File: src/rtl/piso_tx_serializer_pkg.sv
// Shared types and helpers for the negedge PISO serializer.
// Defining PIS_PARITY_EN enables the even-parity bit in dependent files.
package piso_pkg;

    typedef enum logic [1:0] {
        IDLE   = 2'd0,
        SHIFT  = 2'd1,
        PARITY = 2'd2
    } state_t;

    // Counter width able to hold 0..width.
    function automatic int cnt_width(input int width);
        return $clog2(width + 1);
    endfunction

    // Even parity: 1 when the word holds an odd number of ones.
    function automatic logic even_parity(input logic [31:0] data);
        return ^data;
    endfunction

endpackage

File: src/rtl/piso_tx_serializer.sv
// Parallel-in serial-out transmitter on falling-edge flops with valid/ready intake.
// Optional feature macro: PIS_PARITY_EN appends an even-parity bit to every frame.
module piso_tx_serializer
    import piso_pkg::*;
#(
    parameter int WIDTH     = 8,
    parameter bit MSB_FIRST = 1'b0
) (
    input  logic             CLK,
    input  logic             RESET,
    input  logic             CE,
    input  logic [WIDTH-1:0] TX_DATA,
    input  logic             TX_VALID,
    output logic             TX_READY,
    output logic             SDO,
    output logic             SFRAME,
    output logic             BUSY
);

    localparam int            CW   = cnt_width(WIDTH);
    localparam logic [CW-1:0] LAST = CW'(WIDTH - 1);

    state_t           state;
    logic [WIDTH-1:0] shreg;
    logic [CW-1:0]    count;
    logic             accept;
    logic             first_bit;
    logic [WIDTH-1:0] load_shreg;
    logic             next_bit;
    logic [WIDTH-1:0] shifted;
`ifdef PIS_PARITY_EN
    logic             par;
`endif

    // Bit ordering: shreg holds the bits still to be sent, next one at the output end.
    always_comb begin
        first_bit  = 1'b0;
        load_shreg = '0;
        next_bit   = 1'b0;
        shifted    = '0;
        if (MSB_FIRST) begin
            first_bit  = TX_DATA[WIDTH-1];
            load_shreg = TX_DATA << 1;
            next_bit   = shreg[WIDTH-1];
            shifted    = shreg << 1;
        end else begin
            first_bit  = TX_DATA[0];
            load_shreg = TX_DATA >> 1;
            next_bit   = shreg[0];
            shifted    = shreg >> 1;
        end
    end

    // Ready in idle and during the final bit cycle so frames can abut.
    always_comb begin
        TX_READY = 1'b0;
        case (state)
            IDLE:    TX_READY = 1'b1;
`ifdef PIS_PARITY_EN
            SHIFT:   TX_READY = 1'b0;
`else
            SHIFT:   TX_READY = (count == LAST);
`endif
            PARITY:  TX_READY = 1'b1;
            default: TX_READY = 1'b0;
        endcase
    end

    assign accept = CE & TX_VALID & TX_READY;

    // Frame FSM, shift register and registered serial outputs.
    always_ff @(negedge CLK or posedge RESET) begin
        if (RESET) begin
            state  <= IDLE;
            shreg  <= '0;
            count  <= '0;
            SDO    <= 1'b0;
            SFRAME <= 1'b0;
            BUSY   <= 1'b0;
`ifdef PIS_PARITY_EN
            par    <= 1'b0;
`endif
        end else if (CE) begin
            if (accept) begin
                state  <= SHIFT;
                shreg  <= load_shreg;
                count  <= '0;
                SDO    <= first_bit;
                SFRAME <= 1'b1;
                BUSY   <= 1'b1;
`ifdef PIS_PARITY_EN
                par    <= even_parity(32'(TX_DATA));
`endif
            end else begin
                case (state)
                    IDLE: begin
                        SDO    <= 1'b0;
                        SFRAME <= 1'b0;
                        BUSY   <= 1'b0;
                    end
                    SHIFT: begin
                        if (count != LAST) begin
                            shreg <= shifted;
                            count <= count + CW'(1);
                            SDO   <= next_bit;
                        end else begin
`ifdef PIS_PARITY_EN
                            state <= PARITY;
                            count <= count + CW'(1);
                            SDO   <= par;
`else
                            state  <= IDLE;
                            shreg  <= '0;
                            count  <= '0;
                            SDO    <= 1'b0;
                            SFRAME <= 1'b0;
                            BUSY   <= 1'b0;
`endif
                        end
                    end
                    default: begin
                        state  <= IDLE;
                        shreg  <= '0;
                        count  <= '0;
                        SDO    <= 1'b0;
                        SFRAME <= 1'b0;
                        BUSY   <= 1'b0;
                    end
                endcase
            end
        end
    end

endmodule

File: config.mk
export PLATFORM = sky130hd
export DESIGN_NAME = piso_tx_serializer
export DESIGN_NICKNAME = d
export VERILOG_FILES = /design/src/rtl/piso_tx_serializer_pkg.sv /design/src/rtl/piso_tx_serializer.sv
export SDC_FILE = /design/constraint.sdc
export NUM_CORES = 1
export LEC_CHECK = 0
export BUFFER_PORTS_ARGS = -buffer_cell sky130_fd_sc_hd__buf_2
export CAP_MARGIN = 10
export CORE_UTILIZATION = 40
export CTS_CLUSTER_DIAMETER = 30
export DETAILED_ROUTE_END_ITERATION = 12
export GPL_ROUTABILITY_DRIVEN = 0
export SYNTH_ARGS = -nofsm -noshare
export SYNTH_HDL_FRONTEND = slang
export SYNTH_SLANG_ARGS = --single-unit
File: constraint.sdc
create_clock -name CLK -period 1.36 [get_ports CLK]
set_input_delay 0.136 -clock CLK [delete_from_list [all_inputs] [get_ports CLK]]
set_output_delay 0.136 -clock CLK [all_outputs]
set_load 0.02 [all_outputs]
* Yosys cells after proc, flatten, opt, wreduce, memory -nomap -nowiden *
Index checks and enable logic that the tools add are counted.

storage, ports and cells
  register bits = 16
  output and inout port bits = 4
  word-level logic and storage cells = 35
  bits of input ports = 12

operators by class
  reduce and logical (&&, ||, !) cells = 5
  add/subtract/negate cells = 1
  bitwise gates (word level) = 2
  equal/unequal tests = 6
  muxes and demuxes = 16

operators by type and width
  kind                                                  count
  case mux 8 bit (2 select lines)                       1
  2-to-1 mux 4 bit                                      2
  2-to-1 mux 8 bit                                      1
  case mux 4 bit (2 select lines)                       1
  2-to-1 mux 7 bit                                      1
  2-to-1 mux 1 bit                                      6
  adder 4 x 1 -> 4 bit (second input constant)          1
  equality test 4 x 3 -> 1 bit (second input constant)  1
  2-to-1 mux 2 bit                                      2
  != test 4 x 3 -> 1 bit (second input constant)        1
  case mux 2 bit (2 select lines)                       1
  AND reduction 2 bit                                   2
  != test 3 bit (second input constant)                 1
  AND reduction 3 bit                                   1
  bitwise AND 1 bit                                     2
  equality test 2 x 1 -> 1 bit (second input constant)  1
  equality test 2 bit (second input constant)           1
  zero test 2 bit                                       1
  != test 2 bit (second input constant)                 1
  case mux 1 bit (2 select lines)                       1
  OR reduction 2 bit                                    1

* Logic depth before layout (Yosys ltp) *
Gate-level depths: netlist of the first run.

  depth in word-level cells = 6
  mapped depth = 5
  mapped depth without buffers = 4

==> run metrics, run 1 <==
MaxCap Viol Count 0; critical path class register to output pin; Seq/Total Area, Yosys 45.68%; count of cell types in the netlist 26; vias post-DR 777; Worst path max stage delay 0.47 ns; Final WS setup -0.6348 ns; largest net degree at the start of global routing 24; PD cells 1961 nW/um^2; CTS tree yes; register area 350.3 sq um; worst ir drop on vdd 1276 uV; die height 45.79 um; multi-input logic area 495.5 sq um; DRT Wirelength 2064 um; Worst Skew 0.002732 ns; CP Depth 4; Initial Utilization 43.48%; CP startpoint kind register; post-synthesis cell count 83; DR pass1 iterations 4; Avg WL per Cell 14.54 um; Layout area overhead 63.62%; most common cell after layout, fill and taps aside buf_4; worst path bufs/invs 1; FILL cells 156; RR Endpoint state[0]$_DFFE_NP0P_; CTS sink cnt 14; vias in the first global route 703; Nets 131; critical path's top delay family flip-flops; CTS buffer count 3; DRC Markers 0; H-tree depth 1; Post-Route Utilization 71.13%; count of pins over their slew limit 0; crit path DAT 1.86 ns; Final TNS setup -2.555 ns; Worst EP required 1.22 ns; Leakage 0.5780 nW; dpl cells 129; clk_lat worst skew 0.28 ns; clk slew on worst S/H paths 0.06 ns; Setup Viol. Count Final 16; RR Startpoint count[1]$_DFFE_NP0P_; Fin. Hold Viols 0; outcome complete, but fails checks; Worst slew margin 84.78%; ANT nets after route 0; flip-flop and latch count after synthesis 14; RSZ-0062 raised after global routing yes; Via-to-Cell Ratio 5.472; CP max stage cell dfrtn_1; Root Driver clkbuf_4; Yosys warning count 0; Register-to-Register Path Depth 5; Synthesized Nets 96; Final Non-Filler Cells 142; # IOs 16; Slew @ Worst Pin 0.2284 ns; CP startpoint count[1]$_DFFE_NP0P_; crit end category output pin; Final HPWL DP 1276 um; worst hold margin 0.4040 ns; failing checks setup timing; commonest non-fill, non-tap cells in the layout 17 x buf_4, 14 x dfrtn_1, 11 x buf_2; layout cell share with drive strength beyond 1 48.72%; Critical Path Fanout Max 2; Avg Inst Size Synth 9.241 sq um; Reg2Reg Setup Slack -0.18 ns; Mapped Area 767.0 sq um; DIE WIDTH 45.79 um; Worst Hold Class primary input to asynchronous set/reset pin; initial antenna violation count 0; antenna cell count 0; # port buffers 15; first-pass GRT wire length 3118 um; total global routing overflow 0; global router's overall resource usage 21.27%; crit-path cells ha_4, nand3b_4, nand2_4, buf_6; die footprint 2097 sq um; First DRT Iteration DRCs 7; core area 1764 sq um; CTS max path bufs 2; num rows 15
==> worst max path at each step <==
| stage | slack, ns | end |
|---|---|---|
| 3_3_place_gp | -0.34 | TX_READY |
| 6_report | -0.63 | TX_READY |
| 2_1_floorplan | -0.44 | TX_READY |
| 5_1_grt | -0.67 | TX_READY |
| 4_1_cts | -0.64 | TX_READY |
| 3_5_place_dp | -0.37 | TX_READY |
==> logic make-up (layout without fill, tap and decap cells) <==
kind of cell               count (synthesis)  in the layout  share of synthesized area (%)
AOI/OAI and AO/OA                         29             29                          24.47
adders and majority gates                  1              1                          1.631
buffers and inverters                     10             44                          6.363
DFF                                       14             14                          45.68
muxes                                      4              4                          5.546
and+or+nand+nor                           25             25                          16.31
==> Yosys cell counts (all sizes together) <==
library cell / n / area share [%]
o21a: 1 / 0.98
dfrtn: 14 / 46
or3: 1 / 0.82
nand4: 1 / 0.82
a22oi: 1 / 0.98
nor2: 6 / 2.9
nand2b: 1 / 0.82
mux2: 2 / 2.9
a31oi: 6 / 4.9
a32o: 1 / 1.3
a21o: 6 / 5.9
inv: 2 / 0.98
ha: 1 / 1.6
nand2: 4 / 2.0
buf: 7 / 4.9
nand3b: 2 / 2.4
nand3: 10 / 6.5
clkbuf: 1 / 0.49
a22o: 1 / 1.1
o21ai: 4 / 2.6
a21oi: 8 / 5.2
mux2i: 2 / 2.6
a21boi: 1 / 1.5
==> layout make-up <==
class / instances / share of cell area (%)
multi-input cells: 59 / 39.48
flip-flops and latches: 14 / 27.92
repair buffers: 38 / 26.62
clock buffers: 4 / 2.891
well taps: 25 / 2.493
inverters: 2 / 0.5982
==> registers in the layout (all words and copies together), names as in the netlist <==
| name | cells |
|---|---|
| state | 1 |
| BUSY | 1 |
| shreg | 7 |
| count | 4 |
| SDO | 1 |
==> report_power, final <==
part / total (mW) / internal [mW] / switching [mW]
Combinational: 1.37 / 0.760 / 0.609
Sequential: 0.789 / 0.620 / 0.169
Clock: 0.304 / 0.163 / 0.141
Total: 2.46 / 1.54 / 0.919
==> metal layers <==
layer	share of wire (%)	wire [um]	GRT usage [%]	vias to the layer above
met5	0	0	0	-
met4	0.58	12	10.59	0
met1	44	914	27.18	396
li1	-	-	-	370
met2	53	1099	35.43	9
met3	1.8	38	2.381	2
==> worst register-to-register path: stages, from the launching register on <==
cell,delay [ns]
dfrtn_1,0.47
ha_4,0.17
nand3b_4,0.09
buf_4,0.18
a21boi_4,0.16
mux2_4,0.31
==> metrics by stage <==
stage                     cell area, sq um  total power, mW  setup slack (ns)
after floorplan                      850.8            1.358           -0.4370
after global placement               994.7            1.611           -0.3399
after detailed placement             994.7            1.633           -0.3656
after CTS                             1177            2.218           -0.6352
after global routing                  1255            2.613           -0.6734
final                                 1255            2.461           -0.6348
==> what timing repair did <==
item                                    4_1_cts  5_1_grt
gates cloned                                  0        1
gates resized for setup                      21        9
endpoints found under the setup margin       15       18
hold buffers                                  0        0
setup buffers                                 8        4
pin swaps                                    18        6
endpoints found under the hold margin         0        0
(Power assumes the default switching activity.)
==> run 2, diff against run 1 <==
--- a/config.mk
+++ b/config.mk
@@ -11,6 +11,7 @@
 export CTS_CLUSTER_DIAMETER = 30
 export DETAILED_ROUTE_END_ITERATION = 12
 export GPL_ROUTABILITY_DRIVEN = 0
+export SKIP_LAST_GASP = 1
 export SYNTH_ARGS = -nofsm -noshare
 export SYNTH_HDL_FRONTEND = slang
 export SYNTH_SLANG_ARGS = --single-unit
==> run 2 against run 1 <==
The flow still finishes with violations (setup timing). First-iteration DRC count rose by 110%. Power is 1.0% lower. Clock-buffer cell count unchanged. Non-clock buffer count shrank 1. Wire length down 2.4%. Critical path depth is the same. Sequential power barely moved. Combinational power hardly changed. Sequential cell count unchanged. Die area unchanged. Via count did not move. Critical endpoint unchanged. Highest routed layer unchanged.
==> run metrics, run 2 (synthesis gave the netlist of run 1 again) <==
Slew @ Worst Pin 0.2274 ns; CP max stage cell dfrtn_1; Initial Utilization 43.48%; DRT Wirelength 2015 um; count of pins over their slew limit 0; first-pass GRT wire length 3077 um; outcome complete, but fails checks; RSZ-0062 raised after global routing yes; CTS buffer count 3; clk slew on worst S/H paths 0.06 ns; Avg WL per Cell 14.29 um; Final HPWL DP 1276 um; Worst Skew 0.004627 ns; commonest non-fill, non-tap cells in the layout 16 x buf_4, 14 x dfrtn_1, 11 x buf_2; layout cell share with drive strength beyond 1 48.28%; Setup Viol. Count Final 16; max FFs per register 7; total global routing overflow 0; H-tree depth 1; Via-to-Cell Ratio 5.511; Root Driver clkbuf_4; global router's overall resource usage 21.03%; crit end category output pin; CP startpoint kind register; vias in the first global route 697; area of placed instances 994.7 sq um; Layout area overhead 63.13%; DRC Markers 0; quantity of hold-fixing buffers added after cts 0; Critical Path Fanout Max 2; die footprint 2097 sq um; die height 45.79 um; FILL cells 161; # port buffers 15; CTS max path bufs 2; worst slack, placed -0.3656 ns; core area 1764 sq um; crit-path cells ha_4, nand3b_4, nand2_4, buf_6; failing checks setup timing; ANT nets after route 0; register with the most flip-flops shreg; overall power 2.435 mW; crit path DAT 1.85 ns; Worst path max stage delay 0.46 ns; CTS sink cnt 14; DIE WIDTH 45.79 um; most common cell after layout, fill and taps aside buf_4; DR pass1 iterations 4; final instance area 1251 sq um; largest net degree at the start of global routing 24; vias post-DR 777; Final WS setup -0.6247 ns; Fin. Hold Viols 0; PD cells 1946 nW/um^2; Worst slew margin 84.84%; CTS tree yes; initial antenna violation count 0; Worst Hold Class primary input to asynchronous set/reset pin; # IOs 16; critical path class register to output pin; worst path bufs/invs 1; biggest regs shreg x7, count x4; worst ir drop on vdd 1282 uV; CP Depth 4; Worst EP required 1.22 ns; Leakage 0.5746 nW; Register-to-Register Path Depth 5; antenna cell count 0; critical path's top delay family flip-flops; Nets 130; num rows 15; First DRT Iteration DRCs 15; clk_lat worst skew 0.28 ns; MaxCap Viol Count 0; worst hold margin 0.4007 ns
## run 2: cell count changes in the layout (fill, tap and decap cells not counted)
cell   previous run  this run
buf_4            17        16
buf_6             5         4
buf_8             2         3
## run 2: stage by stage
stage               TNS [ns]  utilization (%)  instances
floorplan             -1.891                -         83
global placement      -3.343            56.38        129
detailed placement    -3.630            56.38        129
CTS                   -3.563            66.52        139
global route          -3.142            70.92        141
finish                -2.440            70.92        141
## run 2: path summary, 6_finish.rpt
check                                     start                    to  slack (ns)
setup / recovery           count[1]$_DFFE_NP0P_              TX_READY       -0.62
hold reg to reg            shreg[0]$_DFFE_NP0P_  shreg[0]$_DFFE_NP0P_        0.48
hold / removal                            RESET  count[1]$_DFFE_NP0P_        0.40
min in group CLK           shreg[0]$_DFFE_NP0P_  shreg[0]$_DFFE_NP0P_        0.48
setup reg to reg           count[1]$_DFFE_NP0P_  state[0]$_DFFE_NP0P_       -0.17
max in group asynchronous                 RESET  shreg[2]$_DFFE_NP0P_        0.75
## run 2: where the power goes
| group | internal [mW] | total [mW] | switching (mW) |
|---|---|---|---|
| logic | 0.744 | 1.34 | 0.600 |
| registers | 0.620 | 0.786 | 0.166 |
| clock network | 0.163 | 0.306 | 0.143 |
| total | 1.53 | 2.44 | 0.909 |
## run 2: cell type report
| class | count | area (sq um) | area share, % |
|---|---|---|---|
| Clock buffer | 4 | 36.28 | 2.900 |
| Inverter | 2 | 7.507 | 0.6000 |
| Multi-Input combinational cell | 59 | 495.5 | 39.60 |
| Sequential cell | 14 | 350.3 | 28.00 |
| Tap cell | 25 | 31.28 | 2.500 |
| Timing Repair Buffer | 37 | 330.3 | 26.40 |
## run 2: routing by layer
metal  vias up  wire (um)  global-route usage, %
li1        371          -                      -
met1       395        884                  26.68
met2         9       1069                  35.14
met3         2         48                  2.381
met4         0         12                  10.59
met5         -          0                      0
## run 2: what timing repair did
item,in CTS,in global routing
gates cloned,0,1
pin swaps,17,6
buffers inserted,8,3
resized for setup,20,11
endpoints found under the setup margin,15,18
## run 2: worst reg2reg max path: stages (launching register included)
cell and delay, ns:
dfrtn_1 0.46, ha_4 0.17, nand3b_4 0.09, buf_4 0.18, a21boi_4 0.17, mux2_4 0.31
==> run 3, diff against run 2 <==
--- a/config.mk
+++ b/config.mk
@@ -5,6 +5,7 @@
 export SDC_FILE = /design/constraint.sdc
 export NUM_CORES = 1
 export LEC_CHECK = 0
+export ABC_AREA = 1
 export BUFFER_PORTS_ARGS = -buffer_cell sky130_fd_sc_hd__buf_2
 export CAP_MARGIN = 10
 export CORE_UTILIZATION = 40
==> constraint.sdc (replaced) <==
create_clock -name CLK -period 2 [get_ports CLK]
set_input_delay 0.2 -clock CLK [delete_from_list [all_inputs] [get_ports CLK]]
set_output_delay 0.2 -clock CLK [all_outputs]
set_load 0.02 [all_outputs]
==> run 3 against run 2 <==
The run still ends with setup timing left. Register-to-register slack better by 0.69 ns. Final area is 18% lower. Clock skew decreased by 0.0013 ns. Worst hold slack better by 0.029 ns. Utilization is 12 points lower. Critical endpoint unchanged. Highest routed layer unchanged.
==> run metrics, run 3 <==
outcome complete, but fails checks; failing checks setup timing; ANT nets after route 0; global router's overall resource usage 20.75%; # IOs 16; Final HPWL DP 1262 um; crit end category output pin; clk_lat worst skew 0.28 ns; Initial Utilization 42.87%; Worst slew margin 87.46%; RSZ-0062 raised after global routing yes; length of routed met2 wiring 905 um; count of pins over their slew limit 0; post-synthesis async set-or-reset flop share 100.0%; # port buffers 15; clk slew on worst S/H paths 0.06 ns; layout cell share with drive strength beyond 1 38.76%; DRT Wirelength 1818 um; Final WS setup -0.4620 ns; CTS buffer count 3; Yosys warning count 0; Hold Path Depth 2; multi-input logic area 355.3 sq um; Avg WL per Cell 11.81 um; vias in the first global route 710; register with the most flip-flops shreg; Clk pwr share 12.1%; CP startpoint kind register; total global routing overflow 0; CP max stage cell dfrtn_1; Worst EP required 1.80 ns; Synthesized Nets 109; Mapped Area 748.2 sq um; Internal Power 0.8107 mW; dpl cells 148; First DRT Iteration DRCs 13; area leader, netlist dfrtn_1; MaxCap Viol Count 0; Nets 144; PD cells 1305 nW/um^2; RR Endpoint count[1]$_DFFE_NP0P_; top layer in use met4; CP most frequent cell nand2_4; Fin. Hold Viols 0; critical path capture point TX_READY; CTS sink cnt 14; Avg Inst Size Synth 7.794 sq um; flip-flop and latch count after synthesis 14; Gate power share 52.4%; DR pass1 iterations 4; Register-to-Register Path Depth 11; Post-synth EDFFs 0; Leakage 0.5762 nW; RR Startpoint count[1]$_DFFE_NP0P_; Root Driver clkbuf_4; biggest regs shreg x7, count x4; count of cell types in the netlist 16; top cell type's share of synthesized area 46.82%; Worst Skew 0.003330 ns; Worst Hold Class register to register; max FFs per register 7; largest net degree at the start of global routing 15; DRC Markers 0; Final Non-Filler Cells 154; FILL cells 170; Seq/Total Area, Yosys 46.82%; Critical Path Fanout Max 2; leading register cell type out of synthesis dfrtn_1; met1 wire length 836 um; most common cell after layout, fill and taps aside nand2_1; H-tree depth 1; num rows 15; Reg2Reg Setup Slack 0.52 ns; met3 routed WL 64 um; register area 350.3 sq um; die footprint 2048 sq um; critical path class register to output pin; Flop pwr share 35.6%; worst ir drop on vdd 755.1 uV; crit path DAT 2.26 ns; Final TNS setup -0.6721 ns; crit-path cells ha_2, nand2_2, nand2_4, nand2_4, inv_4, buf_6; die height 45.25 um; first-pass GRT wire length 3001 um; initial antenna violation count 0; CP startpoint count[1]$_DFFE_NP0P_; antenna cell count 0; commonest non-fill, non-tap cells in the layout 38 x nand2_1, 17 x buf_4, 14 x dfrtn_1; cells taking the most area after synthesis dfrtn_1 47%, nand2_1 20%, nand4_1 5.9%; most frequent cells after synthesis 39 x nand2_1, 14 x dfrtn_1, 7 x nand4_1, 6 x inv_1, 6 x nor2_1; count leader, synth nand2_1; vias post-DR 719; core area 1745 sq um; CTS max path bufs 2; Switch Pwr 0.5245 mW; Post-Route Utilization 58.64%; CTS tree yes; quantity of hold-fixing buffers added after cts 0; Setup Viol. Count Final 4; Layout area overhead 36.79%; post-synthesis cell count 96; Worst path max stage delay 0.43 ns; switching part of the total power 39.28%; DIE WIDTH 45.25 um; Via-to-Cell Ratio 4.669; Slew @ Worst Pin 0.1881 ns
-- run 3: cell count changes after synthesis, sizes merged, moves of 3 or more --
cell,before,now
nand4,1,7
a21o,6,0
inv,2,9
nand2,4,46
nand3,10,4
o21ai,4,1
a21oi,8,5
buf,7,2
a31oi,6,0
-- run 3: worst min path at each step --
stage,start,endpoint,slack [ns]
6_report,shreg[3]$_DFFE_NP0P_,shreg[3]$_DFFE_NP0P_,0.43
5_1_grt,shreg[3]$_DFFE_NP0P_,shreg[3]$_DFFE_NP0P_,0.47
4_1_cts,shreg[3]$_DFFE_NP0P_,shreg[3]$_DFFE_NP0P_,0.43
3_5_place_dp,shreg[3]$_DFFE_NP0P_,shreg[3]$_DFFE_NP0P_,0.43
3_3_place_gp,SDO$_DFFE_NP0P_,SDO$_DFFE_NP0P_,0.42
2_1_floorplan,shreg[3]$_DFFE_NP0P_,shreg[3]$_DFFE_NP0P_,0.41
-- run 3: kinds of logic (layout without fill, tap and decap cells) --
family | after synthesis | in the layout | synth area share, %
AOI/OAI and AO/OA | 6 | 6 | 4.012
adders and majority gates | 1 | 1 | 1.672
buffers and inverters | 11 | 44 | 7.023
DFF | 14 | 14 | 46.82
and+or+nand+nor | 64 | 64 | 40.47
-- run 3: through the flow --
step | power, mW | setup slack, ns | hold WS [ns] | instance area (sq um)
final | 1.335 | -0.4620 | 0.4301 | 1023
after global routing | 1.447 | -0.5165 | 0.4650 | 1023
after CTS | 1.313 | -0.4532 | 0.4316 | 1008
after detailed placement | 1.079 | -0.1847 | 0.4312 | 953.4
after global placement | 1.064 | -0.1523 | 0.4244 | 953.4
after floorplan | 0.8411 | -0.1544 | 0.4094 | 760.7
-- run 3: worst max-delay path: cells and delay by family, from the launching register on --
family                     cells  cell delay, ns
adders and majority gates      1            0.19
DFF                            1            0.43
buffers and inverters          2            0.17
and+or+nand+nor                3            0.19
-- run 3: power by group through the flow --
| stage | Sequential [mW] | Clock, mW | Combinational (mW) |
|---|---|---|---|
| finish | 0.475 | 0.161 | 0.699 |
| floorplan | 0.488 | 0 | 0.354 |
| global route | 0.489 | 0.180 | 0.779 |
| global placement | 0.465 | 0 | 0.599 |
| CTS | 0.473 | 0.170 | 0.670 |
| detailed placement | 0.469 | 0 | 0.610 |
-- run 3: cell type report --
cell class / count / share of cell area (%)
timing repair buffer: 32 / 22.25
tap: 25 / 3.056
multi-input combinational: 71 / 34.72
clock buffer: 3 / 2.200
sequential: 14 / 34.23
inverter: 9 / 3.545
-- run 3: metal layers --
layer	vias up	global-route usage, %
met5	-	0
met4	0	12.12
met3	2	2.400
met2	15	32.46
met1	329	27.50
li1	373	-
-- run 3: repair_timing --
item                                    4_1_cts  5_1_grt
pin swaps                                     2        2
endpoints found under the setup margin        4        4
resized for setup                             8        0
setup buffers                                 1        2
